--- config.mk ---
export PLATFORM = sky130hd
export DESIGN_NAME = ex_mem_skid_stage
export DESIGN_NICKNAME = d
export VERILOG_FILES = /design/src/rtl/riscv_pipe_pkg.sv /design/src/rtl/pipe_skid_buf.sv /design/src/rtl/ex_mem_skid_stage.sv
export SDC_FILE = /design/constraint.sdc
export NUM_CORES = 1
export LEC_CHECK = 0
export ABC_AREA = 1
export CORE_MARGIN = 2
export CORE_UTILIZATION = 50
export CTS_CLUSTER_DIAMETER = 120
export CTS_CLUSTER_SIZE = 14
export DETAILED_ROUTE_END_ITERATION = 12
export PLACE_DENSITY = 0.85
export SYNTH_ARGS = -nofsm -noshare
export SYNTH_HDL_FRONTEND = slang
export SYNTH_SLANG_ARGS = --single-unit
--- constraint.sdc ---
create_clock -name clk -period 2.2 [get_ports clk]
set_clock_uncertainty 0.2 [all_clocks]
set_input_delay 0.33 -clock clk [delete_from_list [all_inputs] [get_ports clk]]
set_output_delay 0.33 -clock clk [all_outputs]
set_load 0.01 [all_outputs]
--- src/rtl/riscv_pipe_pkg.sv ---
// Shared pipeline definitions: control-bundle bit map and EX/MEM payload width.
package riscv_pipe_pkg;

  localparam int CTRL_BRANCH   = 0;
  localparam int CTRL_MEMREAD  = 1;
  localparam int CTRL_MEMTOREG = 2;
  localparam int CTRL_MEMWRITE = 3;
  localparam int CTRL_REGWRITE = 4;
  localparam int CTRL_W        = 5;

  localparam int DATA_W_DEF = 32;
  localparam int REG_W_DEF  = 5;

  // ctrl + branch target + alu result + store data + zero flag + rd
  localparam int EXMEM_PAYLOAD_W = CTRL_W + 3 * DATA_W_DEF + 1 + REG_W_DEF;

  function automatic int exmem_payload_w(input int data_w, input int reg_w);
    return CTRL_W + 3 * data_w + 1 + reg_w;
  endfunction

endpackage

--- src/rtl/pipe_skid_buf.sv ---
// Generic 2-entry valid/ready skid buffer: head register drives the outputs,
// skid register absorbs one extra entry so in_ready can be registered.
module pipe_skid_buf #(
  parameter int W = 8
) (
  input  logic         clk,
  input  logic         reset,
  input  logic         flush,
  input  logic         in_valid,
  output logic         in_ready,
  input  logic [W-1:0] in_data,
  output logic         out_valid,
  input  logic         out_ready,
  output logic [W-1:0] out_data
);

  logic [W-1:0] head_q, head_d;
  logic [W-1:0] skid_q, skid_d;
  logic         head_vld_q, head_vld_d;
  logic         skid_vld_q, skid_vld_d;
  logic         in_ready_q, in_ready_d;
  logic         push, pop, head_free;

  assign push      = in_valid & in_ready_q;
  assign pop       = head_vld_q & out_ready;
  assign head_free = ~head_vld_q | pop;

  // Next-state: skid always refills the head first so ordering stays FIFO.
  always_comb begin
    head_d     = head_q;
    skid_d     = skid_q;
    head_vld_d = head_vld_q;
    skid_vld_d = skid_vld_q;
    if (flush) begin
      // A pop this cycle has already been sampled by MEM; a push is dropped.
      head_vld_d = 1'b0;
      skid_vld_d = 1'b0;
    end else if (head_free) begin
      if (skid_vld_q) begin
        head_d     = skid_q;
        head_vld_d = 1'b1;
        skid_vld_d = push;
        if (push) skid_d = in_data;
      end else if (push) begin
        head_d     = in_data;
        head_vld_d = 1'b1;
      end else begin
        head_vld_d = 1'b0;
      end
    end else if (push) begin
      skid_d     = in_data;
      skid_vld_d = 1'b1;
    end
    in_ready_d = ~skid_vld_d;
  end

  // State registers; in_ready is held low throughout reset.
  always_ff @(posedge clk) begin
    if (!reset) begin
      head_q     <= '0;
      skid_q     <= '0;
      head_vld_q <= 1'b0;
      skid_vld_q <= 1'b0;
      in_ready_q <= 1'b0;
    end else begin
      head_q     <= head_d;
      skid_q     <= skid_d;
      head_vld_q <= head_vld_d;
      skid_vld_q <= skid_vld_d;
      in_ready_q <= in_ready_d;
    end
  end

  assign in_ready  = in_ready_q;
  assign out_valid = head_vld_q;
  assign out_data  = head_q;

endmodule

--- src/rtl/ex_mem_skid_stage.sv ---
// EX->MEM pipeline stage: packs the EX outputs into one payload, passes it
// through a 2-entry skid buffer, gates ctrl on bubbles and counts stalls.
module ex_mem_skid_stage #(
  parameter int DATA_W = 32,
  parameter int REG_W  = 5,
  parameter int CTRL_W = riscv_pipe_pkg::CTRL_W,
  parameter int CNT_W  = 16
) (
  input  logic              clk,
  input  logic              reset,
  input  logic              flush,
  input  logic              in_valid,
  output logic              in_ready,
  input  logic [CTRL_W-1:0] ctrl_in,
  input  logic [DATA_W-1:0] branch_tgt_in,
  input  logic [DATA_W-1:0] alu_res_in,
  input  logic              zero_in,
  input  logic [DATA_W-1:0] store_in,
  input  logic [REG_W-1:0]  rd_in,
  output logic              out_valid,
  input  logic              out_ready,
  output logic [CTRL_W-1:0] ctrl_out,
  output logic [DATA_W-1:0] branch_tgt_out,
  output logic [DATA_W-1:0] alu_res_out,
  output logic              zero_out,
  output logic [DATA_W-1:0] store_out,
  output logic [REG_W-1:0]  rd_out,
  output logic [CNT_W-1:0]  stall_cnt
);
  import riscv_pipe_pkg::*;

  localparam int PW = exmem_payload_w(DATA_W, REG_W);

  logic [PW-1:0]     pay_in, pay_out;
  logic [CTRL_W-1:0] ctrl_head;
  logic [CNT_W-1:0]  stall_cnt_q, stall_cnt_d;

  assign pay_in = {ctrl_in, branch_tgt_in, alu_res_in, zero_in, store_in, rd_in};

  pipe_skid_buf #(.W(PW)) u_skid (
    .clk       (clk),
    .reset     (reset),
    .flush     (flush),
    .in_valid  (in_valid),
    .in_ready  (in_ready),
    .in_data   (pay_in),
    .out_valid (out_valid),
    .out_ready (out_ready),
    .out_data  (pay_out)
  );

  assign {ctrl_head, branch_tgt_out, alu_res_out, zero_out, store_out, rd_out} = pay_out;

  // A bubble must never carry RegWrite/MemWrite, so ctrl is forced to zero.
  assign ctrl_out = out_valid ? ctrl_head : '0;

  // Saturating count of cycles where MEM holds the head entry back.
  always_comb begin
    stall_cnt_d = stall_cnt_q;
    if (out_valid && !out_ready && !(&stall_cnt_q))
      stall_cnt_d = stall_cnt_q + CNT_W'(1);
  end

  // Stall counter register, cleared only by reset.
  always_ff @(posedge clk) begin
    if (!reset) stall_cnt_q <= '0;
    else        stall_cnt_q <= stall_cnt_d;
  end

  assign stall_cnt = stall_cnt_q;

endmodule

# After elaboration in Yosys (flattened, before gate mapping)
# Index checks and enable logic that the tools add are counted.
op_classes:
  n_addsub: 1
  n_mul: 0
  n_div: 0
  order_cmp: 0
  n_eq_ne: 1
  shifts: 0
  muxes: 12
  bitwise: 7
  n_reduce_logical: 9
op_table:
  columns: ["cell", "n"]
  rows:
  - ["$mux 107", 5]
  - ["$add 16x1->16 const B", 1]
  - ["$reduce_and 16->1", 1]
  - ["$mux 1", 6]
  - ["$mux 5", 1]
  - ["$not 1->1", 4]
  - ["$reduce_and 3->1", 1]
  - ["$and 1x1->1", 2]
  - ["$logic_and 1x1->1", 2]
  - ["$logic_not 1->1", 2]
  - ["$ne 2x1->1 const B", 1]
  - ["$reduce_and 2->1", 1]
  - ["$reduce_bool 2->1", 1]
  - ["$reduce_or 2->1", 1]
  - ["$or 1x1->1", 1]
totals:
  reg_bits: 233
  latchBits: 0
  ram_bits: 0
  romBits: 0
  out_inout_bits: 125
  elab_cells: 36
  mem_count: 0

# Depth between registers and ports, before layout
# Gate-level depths: netlist of run 1.
depth:
  word_depth: 5
  depth_mapped: 10
  ltp_nobuf: 8

# Cells and area by module
# Synthesis of run 1 repeated with hierarchy kept, for this count alone.
unflattened:
  hier_cells: 1801
  area_unflattened_um2: 11168.2
by_module_without_submodules:
  columns: ["mod", "n_inst", "cells_each", "area_each_um2"]
  rows:
  - ["pipe_skid_buf", 1, 1624, 10137.2]
  - ["ex_mem_skid_stage", 1, 177, 1031.0]

# Worst setup path after synthesis of run 1
# No wires, ideal clock.
synth_path:
  path_type: "reg-to-reg"
  startpoint: "register stall_cnt_q[0], in the netlist stall_cnt[0]"
  endpoint: "register stall_cnt_q[11], in the netlist stall_cnt[11]"
  t_arrival_ns: 1.411
  required_ns: 1.885
  setup_slack_ns: 0.474
  path_stages_with_launch: 8
  synth_period_minus_slack_ns: 1.726
  cell_sequence: "dfxtp_1 -> ha_1 -> inv_1 -> nor2_1 -> nand4_1 -> clkbuf_1 -> a21oi_1 -> nor2_1"
synth_between:
  elab_chain_cells: 3
  word_cells_on_any_way: 4
synth_lines:
  columns: ["element", "line", "text"]
  rows:
  - ["start, declared", "ex_mem_skid_stage.sv:36", "logic [CNT_W-1:0] stall_cnt_q, stall_cnt_d;"]
  - ["start signal, assigned", "ex_mem_skid_stage.sv:67", "else stall_cnt_q <= stall_cnt_d;"]
  - ["parallel branches: the longest is 3 deep, another holds $add 16x1->16", null, null]
# Parallel ways; which one is timed is not known.
# A chain may end at the register's enable or synchronous reset.

# Worst setup path after layout of run 1
layout_path:
  startpoint: "register u_skid.head_vld_q, in the netlist u_skid.out_valid"
  endpoint: "output port ctrl_out[1]"
layout_between:
  elab_chain_cells: 1
layout_lines:
  columns: ["element", "line", "text"]
  rows:
  - ["start, declared", "pipe_skid_buf.sv:19", "logic head_vld_q, head_vld_d;"]
  - ["start signal, assigned", "pipe_skid_buf.sv:68", "head_vld_q <= head_vld_d;"]
  - ["$mux 5", "ex_mem_skid_stage.sv:55", "assign ctrl_out = out_valid ? ctrl_head : '0;"]
  - ["end, declared", "ex_mem_skid_stage.sv:22", "output logic [CTRL_W-1:0] ctrl_out,"]
# Every way passes these cells.

==> impl_metrics.ini, run 1 <==
[outcome]
outcome = completed

[sta]
fin_crit_sh_pct = 95.6
max-slew-margin-rel_pct = 54.1
finalSetupTns_ns = 0
slew_viol_final = 0
worst_pin_slew_ns = 0.689
maxClockFrequency_mhz = 475
layout_setup_ws_ns = 0.0964
setup_violations = 0
min_period_ns = 2.10
hold_viol = 0
rsz0062_at_grt = false

[grt]
grt_overflow = 0
grt_max_degree = 126
antenna_found_initial = 1
grtUsageTotal_pct = 22.7
grt_pass1_wl_mm = 41.4
grt_pass1_vias = 8508

[place]
portBuffers = 236
place.gp.congestion = 0.844
pre_cts_ws_ns = 0.0636
hpwl_mm = 16.7

[layout]
fin_nets = 1647
mostFrequentLayoutCells = nor2_1, nand2_1, clkdlybuf4s50_1
final_common_cell = nor2_1
drive_gt1_share_pct = 3.91
fillerInstances = 1746
syn_to_final_growth_pct = 22.9

[route]
postRouteAntennaNets = 0
firstDrtPassIters = 5
wirelength_mm = 25.4
routed.top_layer = met4
wirelength_met1_mm = 10.9
wl_met2_mm = 11.7
viasPerCell = 5.19
remaining_drc_errors = 0
wl_per_cell_um = 14.1
drt_iter0_markers = 632
vias = 9378
dr_wl_met3_mm = 2.21

[clocking]
numClockSinks = 233
h-tree-depth = 1
cts_buffers = 20
cts_tree = yes
cts-hold-fix-buffers = 0
clockBufferDepth = 3
path_clk_slew_ns = 0.07
post_cts_buffers = 0
clock_latency_ns = 0.49
root_buffer = clkbuf_16

[floorplan]
num_io_pins = 237
die_area_um2 = 21600
core_um2 = 20200
initial_utilization_pct = 50.8
rows = 52
die_y_um = 147
die_x_um = 147

[setup_path]
crit_chain = nand2_1, inv_1, clkdlybuf4s50_1
crit_family = buffers and inverters
end_kind = output pin
path_buf_inv = 2
start_kind = register
crit_fanout = 7
required_ns = 1.67
critPathMaxStageDelay_ns = 0.53
worst-setup-path-type = register to output pin
r2r-start = u_skid.skid_vld_q$_SDFF_PN0_
crit_path_start = u_skid.out_valid$_SDFFE_PP0N_
cp_slowest_cell = clkdlybuf4s50_1
arrival_ns = 1.57

[synthesis]
synthMuxAreaShare_pct = 0
yosys_warnings = 0
ys_top_cells_by_area = dfxtp_1, nor2_1, a21oi_1, nand2_1, buf_4
synth-compound-area-share_pct = 18.4
synth_xor_area_share_pct = 0
synth_top_area_share_pct = 45.6
synth_seq_cells = 233
synthSimpleGateAreaFrac_pct = 21.9
syn_inst = 1445
synth_fa_ha_area_share_pct = 0.122
synth_top_family_by_area = simple AND/OR/NAND/NOR gates
ys_seq_area_share_pct = 45.6
yosysTopAreaCell = dfxtp_1
avgSynthCellArea_um2 = 7.09
synth.distinct_cells = 23
synth_area_um2 = 10200
syn_nets = 1558

[run]
cap_violations = 0

[hold_path]
min_path_type = input pin to register
worstHoldStart = reset

[pwr]
peakVddDrop_v = 0.000452
p_leak_nw = 4.82
power_density_nw_per_um2 = 663
==> worst reg2reg max path, stage by stage (launching register included) <==
cell,delay [ns]
dfxtp_4,0.36
clkinv_2,0.08
buf_4,0.54
nand2_1,0.17
a21oi_1,0.26
a21oi_1,0.07
nor2_1,0.08
==> synth_stat cells (all sizes together) <==
cell,n
inv,58
o21ai,146
o21a,1
nand3,22
a31oi,1
clkbuf,60
nand2,244
dfxtp,233
buf,137
ha,1
nor3,2
nand4,2
nor2,311
a21oi,227
==> layer usage <==
metal  GRT usage [%]  up-vias
li1                -     4696
met1            30.1     4305
met2            37.1      332
met3            5.53       45
met4            6.06        0
met5               0        -
==> per-stage QoR <==
stage | cells | utilization [%] | total power [mW] | instance area [um^2] | hold WS (ns)
finish | 1806 | 62.4 | 8.34 | 12600 | 0.0440
global route | 1805 | 62.4 | 8.65 | 12600 | 0.0550
CTS | 1805 | 62.4 | 8.42 | 12600 | 0.0265
detailed placement | 1782 | 59.7 | 5.25 | 12000 | 0.235
global placement | 1782 | 59.7 | 5.23 | 12000 | 0.230
floorplan | 1445 | - | 4.88 | 10200 | 0.209
==> logic make-up (layout without fill, tap and decap cells) <==
| family | after synthesis | count (layout) |
|---|---|---|
| compound gates | 375 | 375 |
| other cells | 0 | 1 |
| buf+inv | 255 | 345 |
| flops | 233 | 233 |
| simple gates | 581 | 581 |
| fa+ha+maj | 1 | 1 |
==> report_power, final <==
| group | internal (mW) | switching, mW | total, mW |
|---|---|---|---|
| clock network | 1.69 | 1.49 | 3.18 |
| logic | 0.425 | 0.375 | 0.800 |
| registers | 4.30 | 0.0512 | 4.35 |
| total | 6.42 | 1.92 | 8.34 |
==> final cells by class <==
| cell class | count | area [um^2] | share of cell area (%) |
|---|---|---|---|
| multi-input combinational | 957 | 4140 | 32.9 |
| sequential | 233 | 4670 | 37.1 |
| clock buffer | 22 | 529 | 4.21 |
| tap | 270 | 338 | 2.69 |
| inverter | 58 | 223 | 1.77 |
| antenna | 1 | 2.50 | 0.0199 |
| timing repair buffer | 264 | 2670 | 21.2 |
| clock inverter | 1 | 7.51 | 0.0597 |
==> final timing paths <==
check	end	slack [ns]	cells past startpoint
worst max-delay path	ctrl_out[1]	0.1	3
worst max register to register	u_skid.out_data[44]$_SDFFE_PN0P_	0.37	6
worst min register to register	u_skid.out_data[95]$_SDFFE_PN0P_	0.24	2
worst min-delay path	stall_cnt[10]$_SDFFE_PN0P_	0.04	3
==> repair_timing <==
item	4_1_cts	5_1_grt
hold endpoints to repair	0	0
endpoints found under the setup margin	5	0
gates resized for setup	1	0
==> state kept, by name, indices dropped and copies added (netlist names) <==
name	flops
u_skid.skid_vld_q	1
u_skid.in_ready	1
stall_cnt	16
u_skid.out_valid	1
u_skid.skid_q	107
u_skid.out_data	107
No activity file was read; power rests on OpenSTA's default activity.
==> run 2: changes to the inputs <==
--- a/config.mk
+++ b/config.mk
@@ -11,7 +11,7 @@
 export CTS_CLUSTER_DIAMETER = 120
 export CTS_CLUSTER_SIZE = 14
 export DETAILED_ROUTE_END_ITERATION = 12
-export PLACE_DENSITY = 0.85
+export PLACE_DENSITY = 0.77
 export SYNTH_ARGS = -nofsm -noshare
 export SYNTH_HDL_FRONTEND = slang
 export SYNTH_SLANG_ARGS = --single-unit
==> run 2 against run 1 <==
Net effect: sequential share of layout area grew 0.17 points; total power about the same; setup slack got worse by 0.021 ns; hold slack gained 0.024 ns; register-to-register slack better by 0.06 ns; largest cell class unchanged.
==> impl_metrics.ini, run 2 (same netlist as run 1, synthesis figures left out) <==
[outcome]
outcome = completed

[clocking]
post_cts_buffers = 0
path_clk_slew_ns = 0.07
cts-hold-fix-buffers = 0
root_buffer = clkbuf_16
clockBufferDepth = 3
cts_buffers = 20
cts_tree = yes
h-tree-depth = 1
numClockSinks = 233
clock_latency_ns = 0.50
cts_resized = 1

[setup_path]
required_ns = 1.67
end_kind = output pin
critPathMaxStageDelay_ns = 0.55
crit_path_start = u_skid.out_valid$_SDFFE_PP0N_
crit_chain = nand2_1, inv_1, clkdlybuf4s50_1
r2r-start = stall_cnt[0]$_SDFFE_PN0P_
r2r_setup_slack_ns = 0.43
cp_slowest_cell = clkdlybuf4s50_1
crit_fanout = 7
arrival_ns = 1.59
worst-setup-path-type = register to output pin
start_kind = register

[route]
wirelength_mm = 25.0
postRouteAntennaNets = 0
remaining_drc_errors = 0
firstDrtPassIters = 5
drt_iter0_markers = 556
vias = 9108
viasPerCell = 5.07
wl_per_cell_um = 13.9

[layout]
diodes = 0
mostFrequentLayoutCells = nor2_1, nand2_1, clkdlybuf4s50_1
final_common_cell = nor2_1
drive_gt1_share_pct = 3.34
syn_to_final_growth_pct = 22.3
fin_nets = 1638

[floorplan]
die_x_um = 147
core_um2 = 20200
die_area_um2 = 21600
die_y_um = 147
initial_utilization_pct = 50.8
num_io_pins = 237
rows = 52

[sta]
setup_violations = 0
rsz0062_at_grt = false
slew_viol_final = 0
finalSetupTns_ns = 0
maxClockFrequency_mhz = 471
fin_crit_sh_pct = 96.6
hold_viol = 0
whs_ns = 0.0682
max-slew-margin-rel_pct = 58.8
worst_pin_slew_ns = 0.618
min_period_ns = 2.12

[pwr]
p_leak_nw = 4.79
peakVddDrop_v = 0.000470
power_density_nw_per_um2 = 665

[grt]
grt_pass1_wl_mm = 40.9
grt_pass1_vias = 8415
grt_max_degree = 126
grtUsageTotal_pct = 22.3
antenna_found_initial = 0
grt_overflow = 0

[hold_path]
min_path_type = input pin to register
worstHoldStart = reset

[run]
cap_violations = 0

[place]
hpwl_mm = 15.5
place.gp.congestion = 0.829
portBuffers = 236
[run 2: cell count changes in the layout (fill, tap and decap cells not counted)]
cell,delta
buf_4,-10
clkinv_2,-1
inv_2,+1
buf_12,+1
diode_2,-1
[run 2: path summary, 6_finish.rpt]
| check | end | cells past startpoint |
|---|---|---|
| setup / recovery | ctrl_out[3] | 3 |
| hold reg to reg | u_skid.out_data[90]$_SDFFE_PN0P_ | 2 |
| setup reg to reg | stall_cnt[11]$_SDFFE_PN0P_ | 7 |
| hold / removal | stall_cnt[8]$_SDFFE_PN0P_ | 3 |
[run 2: per-layer routing]
metal  wire length [um]  up-vias  part of all wire [%]  global-route usage (%)
li1                   -     4672                     -                       -
met1              11300     4120                    45                    30.5
met2              11400      281                    46                    36.4
met3               1860       35                   7.5                    4.35
met4                420        0                   1.7                    5.72
met5                  0        -                     0                       0
[run 2: final cells by class]
type | count | area, um^2
Clock buffer | 22 | 529
Clock inverter | 1 | 7.51
Fill cell | 1832 | 7650
Inverter | 58 | 221
Multi-Input combinational cell | 957 | 4140
Sequential cell | 233 | 4670
Tap cell | 270 | 338
Timing Repair Buffer | 255 | 2620
[run 2: through the flow]
step / total power, mW / instances / util (%) / worst slack [ns] / cell area (um^2)
after floorplan: 4.88 / 1445 / - / 0.474 / 10200
after global placement: 5.23 / 1773 / 59.4 / 0.0791 / 12000
after detailed placement: 5.24 / 1773 / 59.4 / 0.0423 / 12000
after CTS: 8.41 / 1796 / 62.1 / 0.0623 / 12500
after global routing: 8.65 / 1796 / 62.1 / 0.0300 / 12500
final: 8.33 / 1796 / 62.1 / 0.0753 / 12500
[run 2: power breakdown]
group          internal, mW  switching [mW]
Sequential             4.30          0.0520
Combinational         0.424           0.373
Clock                  1.69            1.49
[run 2: worst max-delay path: cells and delay by family (launching register included)]
kind                   cells  cell delay, ns
DFF                        1            0.42
buffers and inverters      2            0.61
and+or+nand+nor            1            0.07
==> run 3: changes to the inputs <==
--- a/config.mk
+++ b/config.mk
@@ -11,7 +11,9 @@
 export CTS_CLUSTER_DIAMETER = 120
 export CTS_CLUSTER_SIZE = 14
 export DETAILED_ROUTE_END_ITERATION = 12
-export PLACE_DENSITY = 0.77
+export MAX_ROUTING_LAYER = met4
+export PLACE_DENSITY = 0.89
+export SLEW_MARGIN = 10
 export SYNTH_ARGS = -nofsm -noshare
 export SYNTH_HDL_FRONTEND = slang
 export SYNTH_SLANG_ARGS = --single-unit
==> run 3 against run 2 <==
Net effect: via count grew 4.7%; critical path depth is the same; count of clock-buffer cells in the layout is the same; final cell count grew 0.56%; maximum frequency grew 0.74%; non-clock buffer count grew 10; design area grew 1.1%; total power is essentially flat; die area is the same; sequential power is essentially flat; highest routed layer unchanged.
==> impl_metrics.ini, run 3 (same netlist as run 1, synthesis figures left out) <==
[sta]
whs_ns = 0.129
setup_violations = 0
hold_viol = 0
layout_setup_ws_ns = 0.0911
fin_crit_sh_pct = 95.9
maxClockFrequency_mhz = 474
slew_viol_final = 0
finalSetupTns_ns = 0
max-slew-margin-rel_pct = 57.2
min_period_ns = 2.11
rsz0062_at_grt = false
worst_pin_slew_ns = 0.642

[route]
drt_iter0_markers = 655
postRouteAntennaNets = 0
firstDrtPassIters = 5
remaining_drc_errors = 0
vias = 9538
wl_per_cell_um = 14.4
viasPerCell = 5.28
wirelength_mm = 25.9

[place]
portBuffers = 236
dpl-instance-area_um2 = 12100
pre_cts_ws_ns = 0.00841
hpwl_mm = 16.6
place.gp.congestion = 0.856

[layout]
final_common_cell = nor2_1
syn_to_final_growth_pct = 23.7
diodes = 0
mostFrequentLayoutCells = nor2_1, nand2_1, clkdlybuf4s50_1
fin_area_um2 = 12700
fillerInstances = 1684
fin_nets = 1648
multiInputGateArea_um2 = 4140
drive_gt1_share_pct = 3.97
seqCellArea_um2 = 4670

[clocking]
path_clk_slew_ns = 0.07
h-tree-depth = 1
root_buffer = clkbuf_16
cts-hold-fix-buffers = 0
numClockSinks = 233
clockBufferDepth = 3
clock_latency_ns = 0.49
cts_buffers = 20
post_cts_buffers = 0
cts_tree = yes

[floorplan]
rows = 52
die_area_um2 = 21600
die_y_um = 147
die_x_um = 147
num_io_pins = 237
initial_utilization_pct = 50.8
core_um2 = 20200

[setup_path]
arrival_ns = 1.58
end_kind = output pin
worst-setup-path-type = register to output pin
crit_fanout = 7
start_kind = register
required_ns = 1.67

[grt]
grt_max_degree = 126
grt_overflow = 0
grtUsageTotal_pct = 23.8
grt_pass1_wl_mm = 42.3
antenna_found_initial = 0
grt_pass1_vias = 8813

[outcome]
outcome = completed

[pwr]
power_density_nw_per_um2 = 658
peakVddDrop_v = 0.000555
p_int_mw = 6.44
combPwrFrac_pct = 9.9
seqPwrFrac_pct = 52.3
p_leak_nw = 4.86
clkPwrFrac_pct = 37.8
sw_frac_of_total_pct = 22.7
switchingPower_mw = 1.89

[hold_path]
min_path_type = input pin to register

[run]
cap_violations = 0
[run 3: layout make-up]
type	count	area share, %
repair buffers	265	21.7
flip-flops and latches	233	36.9
clock inverters	1	0.0593
inverters	58	1.76
clock buffers	22	4.18
multi-input cells	957	32.7
well taps	270	2.67
[run 3: layer usage]
metal  track usage [%]  routed length, um  share of wire (%)  up-vias
met4              6.20                537                2.1        0
met1              30.1              10700                 41     4382
met3              4.81               2490                9.6       42
met5                 -                  0                  0        -
met2              39.3              12200                 47      415
li1                  -                  -                  -     4699
[run 3: per-stage QoR]
step	power (mW)	util, %	std cells
3_3_place_gp	5.25	60.1	1783
4_1_cts	8.42	62.8	1806
3_5_place_dp	5.27	60.1	1783
2_1_floorplan	4.88	-	1445
5_1_grt	8.67	62.8	1806
6_report	8.32	62.8	1806
[run 3: power groups by stage]
stage / sequential, mW / clock, mW / combinational [mW]
CTS: 4.36 / 3.23 / 0.828
detailed placement: 4.45 / 0 / 0.823
finish: 4.36 / 3.14 / 0.826
global placement: 4.45 / 0 / 0.806
floorplan: 4.43 / 0 / 0.449
global route: 4.36 / 3.41 / 0.904
[run 3: timing repair]
| action | in CTS | in global routing |
|---|---|---|
| hold endpoints to repair | 0 | 0 |
| setup endpoints to repair | 5 | 1 |
| pin swaps | 0 | 0 |
| resized for setup | 1 | 1 |
[run 3: path summary, 6_finish.rpt]
kind / to / depth (start not counted) / start / slack [ns]
min reg2reg: u_skid.out_data[106]$_SDFFE_PN0P_ / 2 / u_skid.out_data[106]$_SDFFE_PN0P_ / 0.24
max reg2reg: stall_cnt[11]$_SDFFE_PN0P_ / 7 / stall_cnt[0]$_SDFFE_PN0P_ / 0.33
max: ctrl_out[2] / 3 / u_skid.out_valid$_SDFFE_PP0N_ / 0.09
min: u_skid.skid_q[83]$_SDFFE_PN0P_ / 3 / reset / 0.13
[run 3: worst max-delay path, cell delays in order, from the launching register on]
cell and delay [ns]:
dfxtp_4 0.40, nand2_1 0.07, inv_1 0.08, clkdlybuf4s50_1 0.53
